### src/rtl/vector_exec_unit.sv
// vector_exec_unit: multi-cycle vector ALU.
// Accepts one operation per in_valid/in_ready handshake. It processes LANES elements per
// clock over BEATS = NUM_ELEM/LANES beats, then holds the full result until the consumer
// takes it through out_valid/out_ready.
//
// Ports
//   clk        rising-edge clock
//   rst        asynchronous active-low reset
//   in_valid   operation request valid
//   in_ready   unit accepts a request this cycle
//   op         000 ADD, 001 SUB, 010 AND, 011 OR, 100 XOR, 101 SLT, 111 REDSUM (110 -> 0)
//   src_a      operand A, element i at [i*ELEM_WIDTH +: ELEM_WIDTH]
//   src_b      operand B, same packing
//   use_scalar replace every B element by scalar_b
//   scalar_b   broadcast scalar
//   out_valid  result valid
//   out_ready  consumer accepts the result
//   result     vector result
//   zero       result == 0; meaningful only while out_valid is high
//   busy       unit not idle
// NUM_ELEM must be a multiple of LANES.
module vector_exec_unit #(
  parameter int unsigned NUM_ELEM   = 8,
  parameter int unsigned ELEM_WIDTH = 32,
  parameter int unsigned LANES      = 2
) (
  input  logic                             clk,
  input  logic                             rst,
  input  logic                             in_valid,
  output logic                             in_ready,
  input  logic [2:0]                       op,
  input  logic [NUM_ELEM*ELEM_WIDTH-1:0]   src_a,
  input  logic [NUM_ELEM*ELEM_WIDTH-1:0]   src_b,
  input  logic                             use_scalar,
  input  logic [ELEM_WIDTH-1:0]            scalar_b,
  output logic                             out_valid,
  input  logic                             out_ready,
  output logic [NUM_ELEM*ELEM_WIDTH-1:0]   result,
  output logic                             zero,
  output logic                             busy
);

  localparam int unsigned RegWidth = NUM_ELEM * ELEM_WIDTH;
  localparam int unsigned Beats    = NUM_ELEM / LANES;
  localparam int unsigned BeatW    = (Beats > 1) ? $clog2(Beats) : 1;

  localparam logic [2:0] OpAdd    = 3'b000;
  localparam logic [2:0] OpSub    = 3'b001;
  localparam logic [2:0] OpAnd    = 3'b010;
  localparam logic [2:0] OpOr     = 3'b011;
  localparam logic [2:0] OpXor    = 3'b100;
  localparam logic [2:0] OpSlt    = 3'b101;
  localparam logic [2:0] OpRedsum = 3'b111;

  typedef enum logic [1:0] {StIdle, StExec, StDone} state_e;

  state_e                  state_q, state_d;
  logic [2:0]              op_q, op_d;
  logic [RegWidth-1:0]     a_q, a_d;
  logic [RegWidth-1:0]     b_q, b_d;
  logic [BeatW-1:0]        beat_q, beat_d;
  logic [ELEM_WIDTH-1:0]   acc_q, acc_d;
  logic [RegWidth-1:0]     result_q, result_d;
  logic                    zero_q, zero_d;

  logic                    accept;
  logic                    last_beat;
  logic [RegWidth-1:0]     b_eff;
  logic [ELEM_WIDTH-1:0]   elem_a, elem_b, lane_sum;
  int unsigned             idx;

  // Per-element operation; REDSUM and the undefined encoding produce 0 here, the
  // reduction itself is carried in the accumulator.
  function automatic logic [ELEM_WIDTH-1:0] elem_op(input logic [2:0]            o,
                                                    input logic [ELEM_WIDTH-1:0] a,
                                                    input logic [ELEM_WIDTH-1:0] b);
    logic [ELEM_WIDTH-1:0] r;
    r = '0;
    case (o)
      OpAdd:   r = a + b;
      OpSub:   r = a - b;
      OpAnd:   r = a & b;
      OpOr:    r = a | b;
      OpXor:   r = a ^ b;
      OpSlt:   r = {{(ELEM_WIDTH-1){1'b0}}, ($signed(a) < $signed(b))};
      default: r = '0;
    endcase
    return r;
  endfunction

  always_comb begin
    b_eff     = use_scalar ? {NUM_ELEM{scalar_b}} : src_b;
    last_beat = (beat_q == BeatW'(Beats - 1));
  end

  // State register and datapath registers.
  always_ff @(posedge clk or negedge rst) begin
    if (!rst) begin
      state_q  <= StIdle;
      op_q     <= '0;
      a_q      <= '0;
      b_q      <= '0;
      beat_q   <= '0;
      acc_q    <= '0;
      result_q <= '0;
      zero_q   <= 1'b0;
    end else begin
      state_q  <= state_d;
      op_q     <= op_d;
      a_q      <= a_d;
      b_q      <= b_d;
      beat_q   <= beat_d;
      acc_q    <= acc_d;
      result_q <= result_d;
      zero_q   <= zero_d;
    end
  end

  // Next-state logic.
  always_comb begin
    state_d = state_q;
    unique case (state_q)
      StIdle: if (in_valid) state_d = StExec;
      StExec: if (last_beat) state_d = StDone;
      StDone: begin
        if (out_ready) state_d = in_valid ? StExec : StIdle;
      end
      default: state_d = StIdle;
    endcase
  end

  // Outputs. In DONE the unit can take a new request only in the cycle the result leaves.
  always_comb begin
    in_ready  = 1'b0;
    out_valid = 1'b0;
    busy      = 1'b1;
    unique case (state_q)
      StIdle: begin
        in_ready = 1'b1;
        busy     = 1'b0;
      end
      StExec: ;
      StDone: begin
        in_ready  = out_ready;
        out_valid = 1'b1;
      end
      default: begin
        in_ready = 1'b1;
        busy     = 1'b0;
      end
    endcase
    accept = in_valid && in_ready;
    result = result_q;
    zero   = zero_q;
  end

  // Datapath: capture on accept, one beat of LANES elements per EXEC cycle.
  always_comb begin
    op_d     = op_q;
    a_d      = a_q;
    b_d      = b_q;
    beat_d   = beat_q;
    acc_d    = acc_q;
    result_d = result_q;
    zero_d   = zero_q;
    lane_sum = '0;
    elem_a   = '0;
    elem_b   = '0;
    idx      = 0;
    if (accept) begin
      op_d   = op;
      a_d    = src_a;
      b_d    = b_eff;
      beat_d = '0;
      acc_d  = '0;
    end else if (state_q == StExec) begin
      for (int unsigned l = 0; l < LANES; l++) begin
        idx      = 32'(beat_q) * LANES + l;
        elem_a   = a_q[idx*ELEM_WIDTH +: ELEM_WIDTH];
        elem_b   = b_q[idx*ELEM_WIDTH +: ELEM_WIDTH];
        result_d[idx*ELEM_WIDTH +: ELEM_WIDTH] = elem_op(op_q, elem_a, elem_b);
        lane_sum = lane_sum + elem_a + elem_b;
      end
      acc_d  = acc_q + lane_sum;
      beat_d = beat_q + BeatW'(1);
      if (last_beat) begin
        // The reduction result replaces the whole vector once all beats are summed.
        if (op_q == OpRedsum) begin
          result_d                   = '0;
          result_d[ELEM_WIDTH-1:0]   = acc_d;
        end
        zero_d = (result_d == '0);
      end
    end
  end

endmodule

### config.mk
export PLATFORM = sky130hd
export DESIGN_NAME = vector_exec_unit
export DESIGN_NICKNAME = d
export VERILOG_FILES = /design/src/rtl/vector_exec_unit.sv
export SDC_FILE = /design/constraint.sdc
export NUM_CORES = 2
export LEC_CHECK = 0
export CORE_AREA = 2 2 317 319
export DETAILED_ROUTE_END_ITERATION = 7
export DIE_AREA = 0 0 319 321
export PLACE_DENSITY = 0.75
export SETUP_SLACK_MARGIN = 0.1
export SYNTH_ARGS = -nofsm -noshare
export SYNTH_HDL_FRONTEND = slang
export SYNTH_SLANG_ARGS = --single-unit
### constraint.sdc
create_clock -name clk -period 26.8 [get_ports clk]
set_clock_uncertainty 0.15 [all_clocks]
set_input_delay 5.36 -clock clk [delete_from_list [all_inputs] [get_ports clk]]
set_output_delay 5.36 -clock clk [all_outputs]
set_load 0.01 [all_outputs]
# Yosys cells after proc, flatten, opt, wreduce, memory -nomap -nowiden
# Index checks and enable logic that the tools add are counted.
dict set report word_totals {
  register_bits 808
  out_inout_bits 260
  wordCells 83
}
dict set report op_classes {
  n_addsub 11
  order_cmp 2
  eq_ne 12
  shift 8
  mux 26
  bitwise_logic 7
  n_reduce_logical 9
}
# operator n
set ops {}
lappend ops {{$mux W256} 6}
lappend ops {{$bwmux W256} 2}
lappend ops {{$shift A32 B34 Y256 const A} 2}
lappend ops {{$shiftx A256 B10 Y32} 2}
lappend ops {{$shiftx A256 B9 Y32} 2}
lappend ops {{$shiftx A32 B34 Y256} 2}
lappend ops {{$pmux W32 S6} 2}
lappend ops {{$logic_not A256 Y1} 1}
lappend ops {{$mux W32} 6}
lappend ops {{$add A32 B32 Y32} 5}
lappend ops {{$and A32 B32 Y32} 2}
lappend ops {{$lt A32 B32 Y1} 2}
lappend ops {{$or A32 B32 Y32} 2}
lappend ops {{$sub A32 B32 Y32} 2}
lappend ops {{$xor A32 B32 Y32} 2}
lappend ops {{$neg A8 Y34} 1}
lappend ops {{$neg A9 Y34} 1}
lappend ops {{$mux W2} 5}
lappend ops {{$eq A3 B3 Y1 const B} 3}
lappend ops {{$eq A3 B2 Y1 const B} 2}
lappend ops {{$ne A2 B2 Y1 const B} 3}
lappend ops {{$pmux W2 S3} 1}
lappend ops {{$reduce_and A3 Y1} 2}
lappend ops {{$add A3 B1 Y4 const B} 1}
lappend ops {{other kinds (13)} 16}

# Depth between registers and ports, before layout
dict set report depth {
  word_depth 13
  mapped_depth 34
  ltp_nobuf 28
}

# Least setup slack after synthesis
# No wires, ideal clock.
dict set report synth_timing {
  path_type {in2out}
  start {input port out_ready}
  end {output port in_ready}
  arrival_ns 5.653
  t_required_ns 21.290
  setup_slack_ns 15.637
  path_stages 2
  path_buffers 0
  cell_sequence {nor2_1 > a21oi_1}
}
dict set report synth_via {
  elab_chain_len 1
}
# element line
set synth_lines {}
lappend synth_lines {{start, declared} 37} ;# input logic out_ready,
lappend synth_lines {{$pmux W1 S2} 137} ;# unique case (state_q)
lappend synth_lines {{end, declared} 30} ;# output logic in_ready,
# Every way passes these cells.

# Final worst setup path
# Same ends and word-level chain as after synthesis.

==> run summary <==
Finish
- 22.68% — Layout Area Growth over Synthesis
- 7381 — final net count
- 7.005% — fraction of layout cells with a size suffix above 1

Logic synthesis
- 52450 µm² — synthesized area
- dfrtp_1 — ys flop type
- 105 — post-synthesis cell type count
- 0 — yosys synthesis warning count
- 8.077% — share of synthesized cell area in full adder, half adder and majority cells
- 0 — EDFF count, synth
- compound AO/OA/AOI/OAI gates — largest family of logic cells by synthesized area
- 38.55% — sequential fraction of the synthesis area
- 8.848 µm² — mean instance size in the synthesized netlist
- 6779 — nets in the synthesized netlist
- 17.65% — post-synthesis compound-gate area fraction
- 11.37% — fraction of synthesized area in multiplexers
- 100.0% — Synth async-reset ratio
- 17.49% — simple-gate share of the synthesized area
- 1.419% — Synth Area in XOR/XNOR
- 808 — Yosys reg bits
- 5928 — Synth Instances

Drt
- 29.04 µm — routed length per instance
- 50550 — total via count in the routed design
- 0 — DR DRC count
- 6.385 — number of vias per cell after detailed routing
- 229.9 mm — wirelength, routed
- 0 — Post-DRT Antenna Nets
- 7 — number of search-and-repair iterations in the first detailed-routing pass
- 6054 — DRT iter0 DRCs

Critical path
- 21290 ps — Data required, critical path
- 3 — maximum fanout along the worst path
- 28 — path depth of the worst reg2reg path
- beat_q[1] — R2R Path Start
- output pin — crit end category
- input port — Setup crit start kind
- 6810 ps — Data arrival, critical path
- input port to output pin — CP Class
- out_ready — beginning of the critical path

CTS
- 0 — Post-CTS Resized
- 3 — Clock Path Buffers
- clkbuf_16 — cell at the root of the clock tree
- 60 ps — CTS clock-pin slew for the worst setup and hold paths
- 85 — TritonCTS Buffers
- 3 — number of H-tree levels
- 0 — Hold Buf Count CTS
- 0 — buffers inserted during post-CTS setup optimization
- yes — TritonCTS clock tree
- 720 ps — clock latency of the later-clocked register in the worst-skew pair
- 808 — number of sinks driven by the clock tree

Min path
- a_q[254] — Worst Min Path Start
- flip-flop to flip-flop — worst min path class
- 2 — count of cells along the worst hold path

STA
- 12320 ps — time the final worst path needs with I/O delays and setup
- 0 ps — post-route setup TNS
- 1358 ps — Slew @ Worst Pin
- no — RSZ-0062 raised after global routing
- 0 — Final Setup Violations
- 45.96% — fin crit share
- 81.18 MHz — highest clock frequency the design can meet
- 0 — Final Hold Vio Count
- 0 — number of pins with negative max-slew slack in the final report
- 9.458% — worst max-slew margin expressed relative to the limit

Global routing
- 331.8 mm — wire length of the first global-routing pass
- 44.28% — global-route usage over all layers
- 48900 — via count of the first global-routing pass
- 0 — GR Overflow Total
- 28 — antenna violations before repair
- 313 — largest net degree at the start of global routing

Die
- 99280 µm² — total core area
- 321 µm — die height
- 812 — total I/O pin count
- 116 — num rows
- 319 µm — Die X-Extent
- 102400 µm² — die area
- 52.83% — Initial Util

Place
- 176.6 mm — HPWL Detailed
- 811 — number of buffers added on ports
- 1.062 — GP Congestion

Status
- finished clean — outcome

Run
- 0 — max capacitance violation total

## area by class of cell
cell class	instances	area, µm²
Fill cell	8121	34930
Multi-Input combinational cell	4390	29490
Sequential cell	808	20230
Timing Repair Buffer	914	8939
Clock buffer	124	2454
Tap cell	1298	1624
Inverter	331	1242
Clock inverter	28	300.3
Antenna cell	24	60.06
## critical path, stage by stage
cell and delay, ps:
clkdlybuf4s50_1 460, nor2_1 50, a21oi_1 320, clkdlybuf4s50_1 620
## sequential cells by signal (all words and copies together), names as in the netlist
register and flops:
state_q 2, zero 1, beat_q 2, a_q 256
b_q 256, acc_q 32, op_q 3, result 256
## routing by layer
| layer | track usage, % | wire length, µm | up-vias |
|---|---|---|---|
| met5 | 0 | 153 | - |
| met4 | 30.74 | 18870 | 22 |
| met3 | 10.50 | 22660 | 778 |
| met2 | 68.02 | 101900 | 3017 |
| met1 | 55.52 | 86280 | 24670 |
| li1 | - | - | 22070 |
## path summary, 6_finish.rpt
path                               to  slack (ps)
max                          in_ready       14480
min                          a_q[254]         320
max reg2reg                      zero       16670
min reg2reg                  a_q[254]         320
max in group asynchronous     a_q[19]       17410
min in group asynchronous  result[60]        4540
## per-stage QoR
step / instance area (µm²) / utilization, % / std cells / hold slack, ps / setup WS [ps]
after floorplan: 52450 / - / 5928 / 290.3 / 15640
after global placement: 61530 / 61.98 / 7741 / 302.8 / 14450
after detailed placement: 61530 / 61.98 / 7741 / 307.5 / 14470
after CTS: 64280 / 64.75 / 7893 / 322.0 / 14480
after global routing: 64320 / 64.79 / 7906 / 340.1 / 14390
final: 64340 / 64.81 / 7917 / 320.6 / 14480
## cell usage in the layout (no fill, tap or decap), types with 64 or more instances in the layout
cell,Yosys,final
inv_1,327,327
fa_1,66,66
nand3_1,79,79
buf_4,9,100
clkbuf_16,0,85
a211oi_1,66,64
nor4_1,94,93
mux2i_1,302,302
nor2_1,274,272
clkdlybuf4s50_1,0,809
a21oi_1,260,259
nor3_1,78,76
ha_1,233,232
a22o_1,96,96
mux4_2,128,128
dfrtp_1,808,804
xnor2_1,69,69
o21ai_0,534,532
nand2_1,1385,1384
## cells in the mapped netlist (39+ instances only)
cell / count / share of area [%]
ha_1: 233 / 5.6
a211oi_1: 66 / 0.94
dfrtp_1: 808 / 39
nor3_1: 78 / 0.74
inv_1: 327 / 2.3
fa_1: 66 / 2.5
o21ai_0: 534 / 5.1
a21oi_1: 260 / 2.5
o31ai_1: 39 / 0.56
o211ai_1: 49 / 0.70
mux2i_1: 302 / 5.8
nor2_1: 274 / 2.0
nand4_1: 43 / 0.51
clkbuf_1: 273 / 2.0
a22o_1: 96 / 1.6
nand2_1: 1385 / 9.9
buf_1: 72 / 0.52
mux4_2: 128 / 5.5
buf_2: 41 / 0.39
xnor2_1: 69 / 1.2
nor4_1: 94 / 1.1
nand3_1: 79 / 0.75
## logic make-up (layout without fill, tap and decap cells)
| kind of cell | count (synthesis) | count (layout) |
|---|---|---|
| simple gates | 2140 | 2140 |
| compound gates | 1431 | 1431 |
| flops | 808 | 808 |
| buf+inv | 730 | 1397 |
| mux | 435 | 435 |
| fa+ha+maj | 299 | 299 |
| xor+xnor | 85 | 85 |
| other cells | 0 | 24 |
Power is left out: the tool's default activity adds up to more than one toggle a clock period on the data nets, which glitch-free logic cannot reach.
